## src/rtl/ko_sequencer.sv

```systemverilog
`default_nettype none
// ============================================================================
// Module   : ko_sequencer
// Purpose  : Round-end controller. When a fighter's health reaches zero it
//            blinks the KO banner, then holds it solid, freezes fighter
//            motion, and raises round_over until the game FSM starts a new
//            round. All timing is counted in frames, using rising edges of
//            frame_clk as seen in the Clk domain.
// Ports    : Clk          - system clock
//            Reset        - asynchronous, active-high reset
//            frame_clk    - frame-rate clock, sampled in the Clk domain
//            p1_hp_zero   - level, player 1 health is zero
//            p2_hp_zero   - level, player 2 health is zero
//            start_round  - one-cycle pulse, request a new round
//            exist_ko     - enable to the KO sprite drawing block
//            freeze       - freeze fighter motion and input
//            round_over   - level, round finished (held until start_round)
//            winner       - 00 none, 01 P1, 10 P2, 11 draw
//            state_dbg    - IDLE=0, FLASH=1, HOLD=2, DONE=3
// Revision : 1.0 - initial release
// ============================================================================
module ko_sequencer #(
  parameter int FLASH_FRAMES = 64,
  parameter int FLASH_PERIOD = 8,
  parameter int HOLD_FRAMES  = 120,
  parameter int CNT_W        = 8
) (
  input  logic       Clk,
  input  logic       Reset,
  input  logic       frame_clk,
  input  logic       p1_hp_zero,
  input  logic       p2_hp_zero,
  input  logic       start_round,
  output logic       exist_ko,
  output logic       freeze,
  output logic       round_over,
  output logic [1:0] winner,
  output logic [1:0] state_dbg
);

  typedef enum logic [1:0] {
    S_IDLE  = 2'd0,
    S_FLASH = 2'd1,
    S_HOLD  = 2'd2,
    S_DONE  = 2'd3
  } state_t;

  // Counter bit whose value selects the on/off half of each blink period.
  localparam int             c_blink_bit  = $clog2(FLASH_PERIOD);
  localparam logic [CNT_W-1:0] c_flash_last = CNT_W'(FLASH_FRAMES - 1);
  localparam logic [CNT_W-1:0] c_hold_last  = CNT_W'(HOLD_FRAMES - 1);

  state_t             state_q, state_d;
  logic [CNT_W-1:0]   cnt_q, cnt_d;
  logic               exist_ko_q, exist_ko_d;
  logic               freeze_q, freeze_d;
  logic               round_over_q, round_over_d;
  logic [1:0]         winner_q, winner_d;
  logic               frame_clk_q;

  logic               w_tick;
  logic [CNT_W-1:0]   w_cnt_inc;

  // One-Clk pulse per rising edge of frame_clk; a frame_clk held high
  // produces exactly one tick.
  assign w_tick    = frame_clk & ~frame_clk_q;
  assign w_cnt_inc = cnt_q + CNT_W'(1);

  always_ff @(posedge Clk or posedge Reset) begin
    if (Reset) begin
      state_q      <= S_IDLE;
      cnt_q        <= '0;
      exist_ko_q   <= 1'b0;
      freeze_q     <= 1'b0;
      round_over_q <= 1'b0;
      winner_q     <= 2'b00;
      frame_clk_q  <= 1'b0;
    end else begin
      state_q      <= state_d;
      cnt_q        <= cnt_d;
      exist_ko_q   <= exist_ko_d;
      freeze_q     <= freeze_d;
      round_over_q <= round_over_d;
      winner_q     <= winner_d;
      frame_clk_q  <= frame_clk;
    end
  end

  always_comb begin
    state_d      = state_q;
    cnt_d        = cnt_q;
    exist_ko_d   = exist_ko_q;
    freeze_d     = freeze_q;
    round_over_d = round_over_q;
    winner_d     = winner_q;

    case (state_q)
      S_IDLE: begin
        if (p1_hp_zero || p2_hp_zero) begin
          state_d    = S_FLASH;
          cnt_d      = '0;
          exist_ko_d = 1'b1;
          freeze_d   = 1'b1;
          // A fighter at zero health loses: {p1,p2} gives 01 when only P2
          // is down (P1 wins), 10 when only P1 is down, 11 for a draw.
          winner_d   = {p1_hp_zero, p2_hp_zero};
        end
      end

      S_FLASH: begin
        if (w_tick) begin
          if (cnt_q == c_flash_last) begin
            state_d    = S_HOLD;
            cnt_d      = '0;
            exist_ko_d = 1'b1;
          end else begin
            cnt_d      = w_cnt_inc;
            // Banner shows while the blink bit of the new frame count is 0.
            exist_ko_d = ~w_cnt_inc[c_blink_bit];
          end
        end
      end

      S_HOLD: begin
        exist_ko_d = 1'b1;
        freeze_d   = 1'b1;
        if (w_tick) begin
          if (cnt_q == c_hold_last) begin
            state_d      = S_DONE;
            round_over_d = 1'b1;
          end else begin
            cnt_d = w_cnt_inc;
          end
        end
      end

      S_DONE: begin
        exist_ko_d   = 1'b1;
        freeze_d     = 1'b1;
        round_over_d = 1'b1;
        // start_round takes priority over any tick arriving with it.
        if (start_round) begin
          state_d      = S_IDLE;
          cnt_d        = '0;
          exist_ko_d   = 1'b0;
          freeze_d     = 1'b0;
          round_over_d = 1'b0;
          winner_d     = 2'b00;
        end
      end

      default: begin
        state_d = S_IDLE;
      end
    endcase
  end

  assign exist_ko   = exist_ko_q;
  assign freeze     = freeze_q;
  assign round_over = round_over_q;
  assign winner     = winner_q;
  assign state_dbg  = state_q;

endmodule
`default_nettype wire

```

## config.mk

```make
export PLATFORM = sky130hd
export DESIGN_NAME = ko_sequencer
export DESIGN_NICKNAME = d
export VERILOG_FILES = /design/src/rtl/ko_sequencer.sv
export SDC_FILE = /design/constraint.sdc
export NUM_CORES = 1
export LEC_CHECK = 0
export ABC_AREA = 1
export CAP_MARGIN = 20
export CORE_UTILIZATION = 60
export CTS_BUF_LIST = sky130_fd_sc_hd__clkbuf_2 sky130_fd_sc_hd__clkbuf_4 sky130_fd_sc_hd__clkbuf_8
export DETAILED_ROUTE_END_ITERATION = 8
export PLACE_DENSITY = 0.89
export SLEW_MARGIN = 5
export SYNTH_ARGS = -nofsm -noshare
export SYNTH_HDL_FRONTEND = slang
export SYNTH_SLANG_ARGS = --single-unit
export TNS_END_PERCENT = 30
```

## constraint.sdc

```tcl
create_clock -name Clk -period 3.5 [get_ports Clk]
set_input_delay 1.05 -clock Clk [delete_from_list [all_inputs] [get_ports Clk]]
set_output_delay 1.05 -clock Clk [all_outputs]
set_load 0.005 [all_outputs]
```

[After elaboration in Yosys (flattened, before gate mapping)]
Index checks and enable logic that the tools add are counted.
Word-level totals
  flip-flop bits (word level): 16
  word-level logic and storage cells: 59
Cells by class
  mux-type cells: 25
  reductions and logical operators: 11
  add/sub/neg operators: 1
  equal/unequal tests: 12
  bitwise operators: 3
Operators by type and width (number)
  8-bit 2-to-1 mux: 6
  8-bit one-hot mux with 4 select lines: 1
  2-bit 2-to-1 mux: 7
  2-bit != test, second input constant: 7
  8-bit by 1-bit adder with 8-bit output, second input constant: 1
  8-bit by 6-bit == test with 1-bit output, second input constant: 1
  8-bit by 7-bit == test with 1-bit output, second input constant: 1
  2-bit one-hot mux with 4 select lines: 1
  1-bit 2-to-1 mux: 6
  3-bit AND reduction: 2
  6-bit AND reduction: 1
  5-bit AND reduction: 1
  2-bit == test, second input constant: 2
  1-bit one-hot mux with 4 select lines: 1
  2-bit one-hot mux with 2 select lines: 1
  2-bit AND reduction: 2
  2-bit nonzero test: 2
  1-bit one-hot mux with 3 select lines: 1
  3-bit nonzero test: 1
  2-bit by 1-bit == test with 1-bit output, second input constant: 1
  2-bit zero test: 1
  1-bit inverter: 2
  1-bit one-hot mux with 2 select lines: 1
  1-bit AND: 1
  1-bit logical OR: 1

[Longest topological paths before layout]
Gate-level depths: netlist of run 1.
  depth in word-level cells: 5
  mapped depth: 10
  depth with buffers taken out: 9

[Worst setup path before layout of run 1]
OpenSTA, ideal clock, no wires.
  kind: input -> register
  from: input frame_clk
  to: register cnt_q[5]
  slack: 1.626 ns
  arrival: 1.755 ns
  stages on the path: 8
  cell sequence: nand2_1 > nand2_1 > nand2_2 > nor2_4 > nand2_2 > buf_6 > a21oi_2 > nor2_1
On the way
  word-level cells in the longest chain between the ends: 3
  elaborated cells between the ends (all ways): 4
  those cells by class: eq/ne: 2; bitwise: 1; reduce/logical: 1
RTL lines
  start: declaration: RTL line 30  | input logic frame_clk,
  1-bit AND *: RTL line 66  | assign w_tick = frame_clk & ~frame_clk_q;
  2-bit != test (no source line)
  5-bit AND reduction (no source line) *
  end signal: assignment: RTL line 80  | cnt_q <= cnt_d;
  end: declaration: RTL line 54  | logic [CNT_W-1:0] cnt_q, cnt_d;
Mark *: on every way between the ends. The rest lies on a longest branch, timed or not.
A chain may end at the register's enable or synchronous reset.

[Worst setup path after layout of run 1]
  from: register state_q[0] (netlist: state_dbg[0])
  to: output state_dbg[0]
RTL lines
  start: declaration: RTL line 53  | state_t state_q, state_d;
  start signal: assignment: RTL line 79  | state_q <= state_d;
  end: declaration: RTL line 38  | output logic [1:0] state_dbg
No word-level cell between the ends.

==> out/metrics.cfg, run 1 <==
[route]
highest_layer=met4
drt-met1-wl_um=976
vias=945
wl_met2_mm=1.13
antenna_left=0
wl_met3_um=93
drc=0
wl_mm=2.23
routed_via_density=5.53
drt-initial-drc-count=25
post_drt_wl_per_cell_um=13.0
drtPass1Iterations=6

[worst_setup_path]
reg2reg_slack_ns=1.60
path_cells=clkdlybuf4s50_1
cp-end-kind=output port
crit_fanout=6
worst_r2r_path_depth=9
cp.arrival_ns=1.30
path_buf_inv=1
critPathSlowestCell=clkdlybuf4s50_1
reg2reg_to=cnt_q[3]
reg2reg_from=state_dbg[0]
required_ns=2.45
critical_path.top_delay_family=buffers and inverters
path_class=flop to output port
slowest_delay_ns=0.55
startpoint_type=flop

[cts]
holdBufCountCts=0
cts-resized-gates=0
worstSkewPairLatency_ns=0.29
cts_tree=yes
clk_pin_slew_ns=0.10
cts_sinks=16
cts_setup_buffers=0
cts_buffer_depth=2
numCtsBuffers=3
root_buffer=clkbuf_4
cts-htree-levels=1

[min_path]
hold_path_end=winner[0]
min_from=winner[0]
worst_hold_path.num_cells=2
worstHoldPathType=flop to flop

[floorplan]
rows=14
die_width_um=44.1
fp.dieH_um=44.1
start_util=0.675
ioPinCount=13
die_area_um2=1940
coreArea_um2=1580

[synth]
ys_seq_elements=16
avgSynthCellArea_um2=7.60
yosys.area.top_type=dfrtp_1
ys_seq_area_frac=0.376
synth_area_um2=1060
synth_cell_types=24
yosys_warnings=0
synth_top_cell_area_share=0.376
synth_area_leaders=dfrtp_1 (38%), nand2_1 (14%), ha_1 (8.2%), inv_1 (7.1%), nand3_1 (4.2%)
synthArstFlopShare=1.00
netlist_instances=140
synthTopCellsByCount=nand2_1 (40), inv_1 (20), dfrtp_1 (16), nand3_1 (9), nor2_1 (8)
syn-num-nets=153
synth_most_common_cell=nand2_1
ys_dominant_reg_cell=dfrtp_1
synth_edf_count=0

[final_layout]
regArea_um2=400
layout.cells.non_filler=171
drive_gt1_frac=0.135
fillCellCount=115
nNetsFinal=169
n_antenna_cell=0
areaGrowthSynthToFinish_pct=15.5
multi_input_area_um2=573
fin_area_um2=1230

[placement]
place.gp.congestion=0.857
placed_area_um2=1190
io_buffers=12
dp_cells=167
hpwl_mm=1.71

[power]
seqPwrFrac=0.316
totalPowerFinal_uw=854
power_leakage_uw=0.000605
p_comb_frac=0.537
pwr-share-clk=0.147
powerDensity_nw_per_um2=695
p_int_uw=477
ir_drop_v=0.000555
sw_frac_of_total=0.442
power_switching_uw=378

[sta]
setup_violations=0
period_needed_ns=2.35
relSlewSlack=0.592
holdWs_ns=0.489
hold_viol=0
rsz0062_at_grt=no
worst_pin_slew_ns=0.612
fmax_mhz=426
report.final.slew_viol_count=0
fin_skew_ns=0.00317
min_period_over_period=0.671
tns_ns=0

[global_routing]
grt_overflow_total=0
grt_pass1_vias=892
antenna_found_initial=0
grtUsageTotal=0.253
grt_pass1_wl_mm=3.61
grt_max_degree=17

[run]
max-cap-violations=0

[run_status]
status=completed

==> per-layer routing <==
layer	vias up	global-route usage
met3	4	0.0367
met5	-	0
met2	24	0.479
met4	0	0.0970
li1	476	-
met1	441	0.280
==> registers in the layout, indices dropped and copies added (netlist names) <==
signal,cells
winner,2
frame_clk_q,1
exist_ko,1
cnt_q,8
state_dbg,2
freeze,1
round_over,1
==> worst max-delay path by stage <==
stage / depth (start not counted) / to / start
2_1_floorplan: 8 / cnt_q[5] / frame_clk
3_3_place_gp: 9 / cnt_q[1] / frame_clk
3_5_place_dp: 9 / cnt_q[3] / frame_clk
4_1_cts: 1 / state_dbg[0] / state_dbg[0]
5_1_grt: 9 / cnt_q[3] / frame_clk
6_report: 1 / state_dbg[0] / state_dbg[0]
==> layout make-up <==
class | instances | share of cell area
Sequential cell | 16 | 0.326
Tap cell | 16 | 0.0163
Timing Repair Buffer | 12 | 0.0978
Inverter | 21 | 0.0642
Clock buffer | 4 | 0.0295
Multi-Input combinational cell | 102 | 0.466
==> logic make-up (layout without fill, tap and decap cells) <==
family          after synthesis  count (layout)  synth area share
simple gates                 76              76             0.351
buf+inv                      22              37            0.0847
compound gates               18              18            0.0976
flops                        16              16             0.376
fa+ha+maj                     7               7            0.0823
xor+xnor                      1               1           0.00824
==> per-stage QoR <==
step                setup slack, ns   util
finish                         1.15  0.779
CTS                            1.14  0.779
floorplan                      1.63      -
detailed placement            0.916  0.756
global route                   1.08  0.779
global placement               1.01  0.756
==> cell usage in the layout, fill, tap and decap left out, types with 4 or more instances in the layout <==
master	instances
nand2_1	40
inv_1	20
dfrtp_1	16
clkdlybuf4s50_1	12
nand3_1	9
nor2_1	8
nand2_2	7
ha_1	7
o21ai_0	5
o21ai_1	4
a21oi_1	4
==> power groups by stage <==
stage	Clock (uW)	Combinational (uW)	Sequential [uW]
6_report	126	459	270
3_5_place_dp	0	457	274
3_3_place_gp	0	439	269
4_1_cts	126	460	270
2_1_floorplan	0	320	271
5_1_grt	132	510	275
==> worst reg2reg max path, cell delays in order (launching register included) <==
cell     delay, ns
dfrtp_1       0.46
inv_1         0.12
ha_1          0.32
nand2_1       0.14
nand2_1       0.09
nor2_4        0.16
nand2_2       0.18
nor2_1        0.21
nand3_1       0.10
nand2_1       0.07
No activity file was read; power rests on OpenSTA's default activity.
==> run 2: changes to the inputs <==
- CORE_UTILIZATION: 60 -> 57
- PLACE_DENSITY: 0.89 -> 0.85
- clock period: 3.5 -> 2.5 ns (I/O delays scaled with it)
==> out/metrics.cfg, run 2 (synthesis results as in run 1) <==
[sta]
fmax_mhz=495
min_period_over_period=0.808
tns_ns=0  ; unchanged
setup_ws_ns=0.480  ; -0.671 ns
relSlewSlack=0.594  ; +0.00207
fin_skew_ns=0.00691  ; +0.00374 ns
report.final.slew_viol_count=0  ; unchanged
worst_pin_slew_ns=0.608  ; -0.00310 ns
setup_violations=0  ; unchanged
period_needed_ns=2.02
rsz0062_at_grt=no
hold_viol=0  ; unchanged

[worst_setup_path]
path_cells=clkdlybuf4s50_1
path_buf_inv=1  ; unchanged
path_class=flop to output port
required_ns=1.75  ; -0.70 ns
worst_r2r_path_depth=9  ; unchanged
slowest_delay_ns=0.53  ; -0.02 ns
cp-end-kind=output port
startpoint_type=flop
crit_fanout=6  ; unchanged
critical_path.top_delay_family=buffers and inverters
reg2reg_from=state_dbg[0]
reg2reg_to=cnt_q[7]
critPathSlowestCell=clkdlybuf4s50_1
reg2reg_slack_ns=0.64  ; -0.96 ns
cp.arrival_ns=1.27  ; -0.03 ns

[route]
drt-initial-drc-count=36  ; +44%
post_drt_wl_per_cell_um=11.8  ; -9.3%
routed_via_density=5.19  ; -6.0%
vias=935  ; -1.1%
drtPass1Iterations=4  ; -2
wl_mm=2.13  ; -4.6%
antenna_left=0  ; unchanged
drc=0  ; unchanged

[floorplan]
ioPinCount=13  ; unchanged
die_area_um2=2040  ; +5.0%
start_util=0.609  ; -0.0653
die_width_um=45.2  ; +2.5%
fp.dieH_um=45.2  ; +2.5%
coreArea_um2=1750  ; +11%
rows=15  ; +1

[global_routing]
grtUsageTotal=0.239  ; -0.0137
grt_max_degree=17  ; unchanged
grt_overflow_total=0  ; unchanged
grt_pass1_vias=774  ; -13%
grt_pass1_wl_mm=3.42  ; -5.3%
antenna_found_initial=0  ; unchanged

[cts]
cts-htree-levels=1  ; unchanged
clk_pin_slew_ns=0.10  ; about the same
worstSkewPairLatency_ns=0.29  ; about the same
cts-resized-gates=0  ; unchanged
cts_tree=yes
cts_buffer_depth=2  ; unchanged
numCtsBuffers=3  ; unchanged
holdBufCountCts=0  ; unchanged
root_buffer=clkbuf_4
cts_setup_buffers=0  ; unchanged
cts_sinks=16  ; unchanged

[final_layout]
fillCellCount=143  ; +24%
largest_reg_flops=8  ; unchanged
drive_gt1_frac=0.135  ; unchanged
areaGrowthSynthToFinish_pct=16.6
final_common_cell=nand2_1
final_cell_mix=nand2_1 (40), inv_1 (20), dfrtp_1 (16), clkdlybuf4s50_1 (12), nand3_1 (9)
regArea_um2=400  ; unchanged
n_antenna_cell=0  ; unchanged
top_register=cnt_q
multi_input_area_um2=573  ; unchanged
fin_area_um2=1240  ; +0.92%
nNetsFinal=169  ; unchanged

[min_path]
worst_hold_path.num_cells=2  ; unchanged
worstHoldPathType=flop to flop
min_from=winner[0]
hold_path_end=winner[0]

[power]
ir_drop_v=0.000625  ; +13%
powerDensity_nw_per_um2=951  ; +37%
power_leakage_uw=0.000605  ; unchanged

[run]
max-cap-violations=0  ; unchanged

[placement]
hpwl_mm=1.55  ; -9.0%
place.gp.congestion=0.889  ; +3.7%
dpl_worst_slack_ns=0.247  ; -0.669 ns
io_buffers=12  ; unchanged
placed_area_um2=1200  ; +0.94%

[run_status]
status=completed

-- run 2: cell counts in the layout (fill, tap and decap cells not counted) --
Identical to the previous run, type by type.
-- run 2: area by class of cell --
cell class	count	share of cell area
clock buffer	4	0.0293
multi-input combinational	102	0.462
tap	25	0.0252
sequential	16	0.323
inverter	21	0.0636
timing repair buffer	12	0.0969
-- run 2: metrics by stage --
| step | instances | hold slack [ns] | power, uW | utilization |
|---|---|---|---|---|
| 2_1_floorplan | 140 | 0.475 | 827 | - |
| 3_3_place_gp | 176 | 0.466 | 989 | 0.690 |
| 3_5_place_dp | 176 | 0.473 | 1010 | 0.690 |
| 4_1_cts | 180 | 0.497 | 1190 | 0.710 |
| 5_1_grt | 180 | 0.527 | 1280 | 0.710 |
| 6_report | 180 | 0.493 | 1180 | 0.710 |
-- run 2: power breakdown --
part	internal, uW	total (uW)	switching (uW)	leakage, uW
clock	88.8	176	86.9	0.0000210
sequential	324	374	49.9	0.000203
combinational	254	629	375	0.000381
-- run 2: layer usage --
layer  part of all wire  track usage
met1               0.45        0.312
met2               0.48        0.394
met3              0.034       0.0240
met4              0.030        0.115
met5                  0            0
-- run 2: how the worst max path moves through the flow --
| stage | slack [ns] | cells past startpoint | end | start |
|---|---|---|---|---|
| 2_1_floorplan | 0.91 | 9 | cnt_q[5] | state_dbg[0] |
| 3_3_place_gp | 0.31 | 9 | cnt_q[1] | p1_hp_zero |
| 3_5_place_dp | 0.25 | 9 | cnt_q[7] | p2_hp_zero |
| 4_1_cts | 0.47 | 1 | state_dbg[0] | state_dbg[0] |
| 5_1_grt | 0.39 | 9 | cnt_q[7] | p1_hp_zero |
| 6_report | 0.48 | 1 | state_dbg[0] | state_dbg[0] |
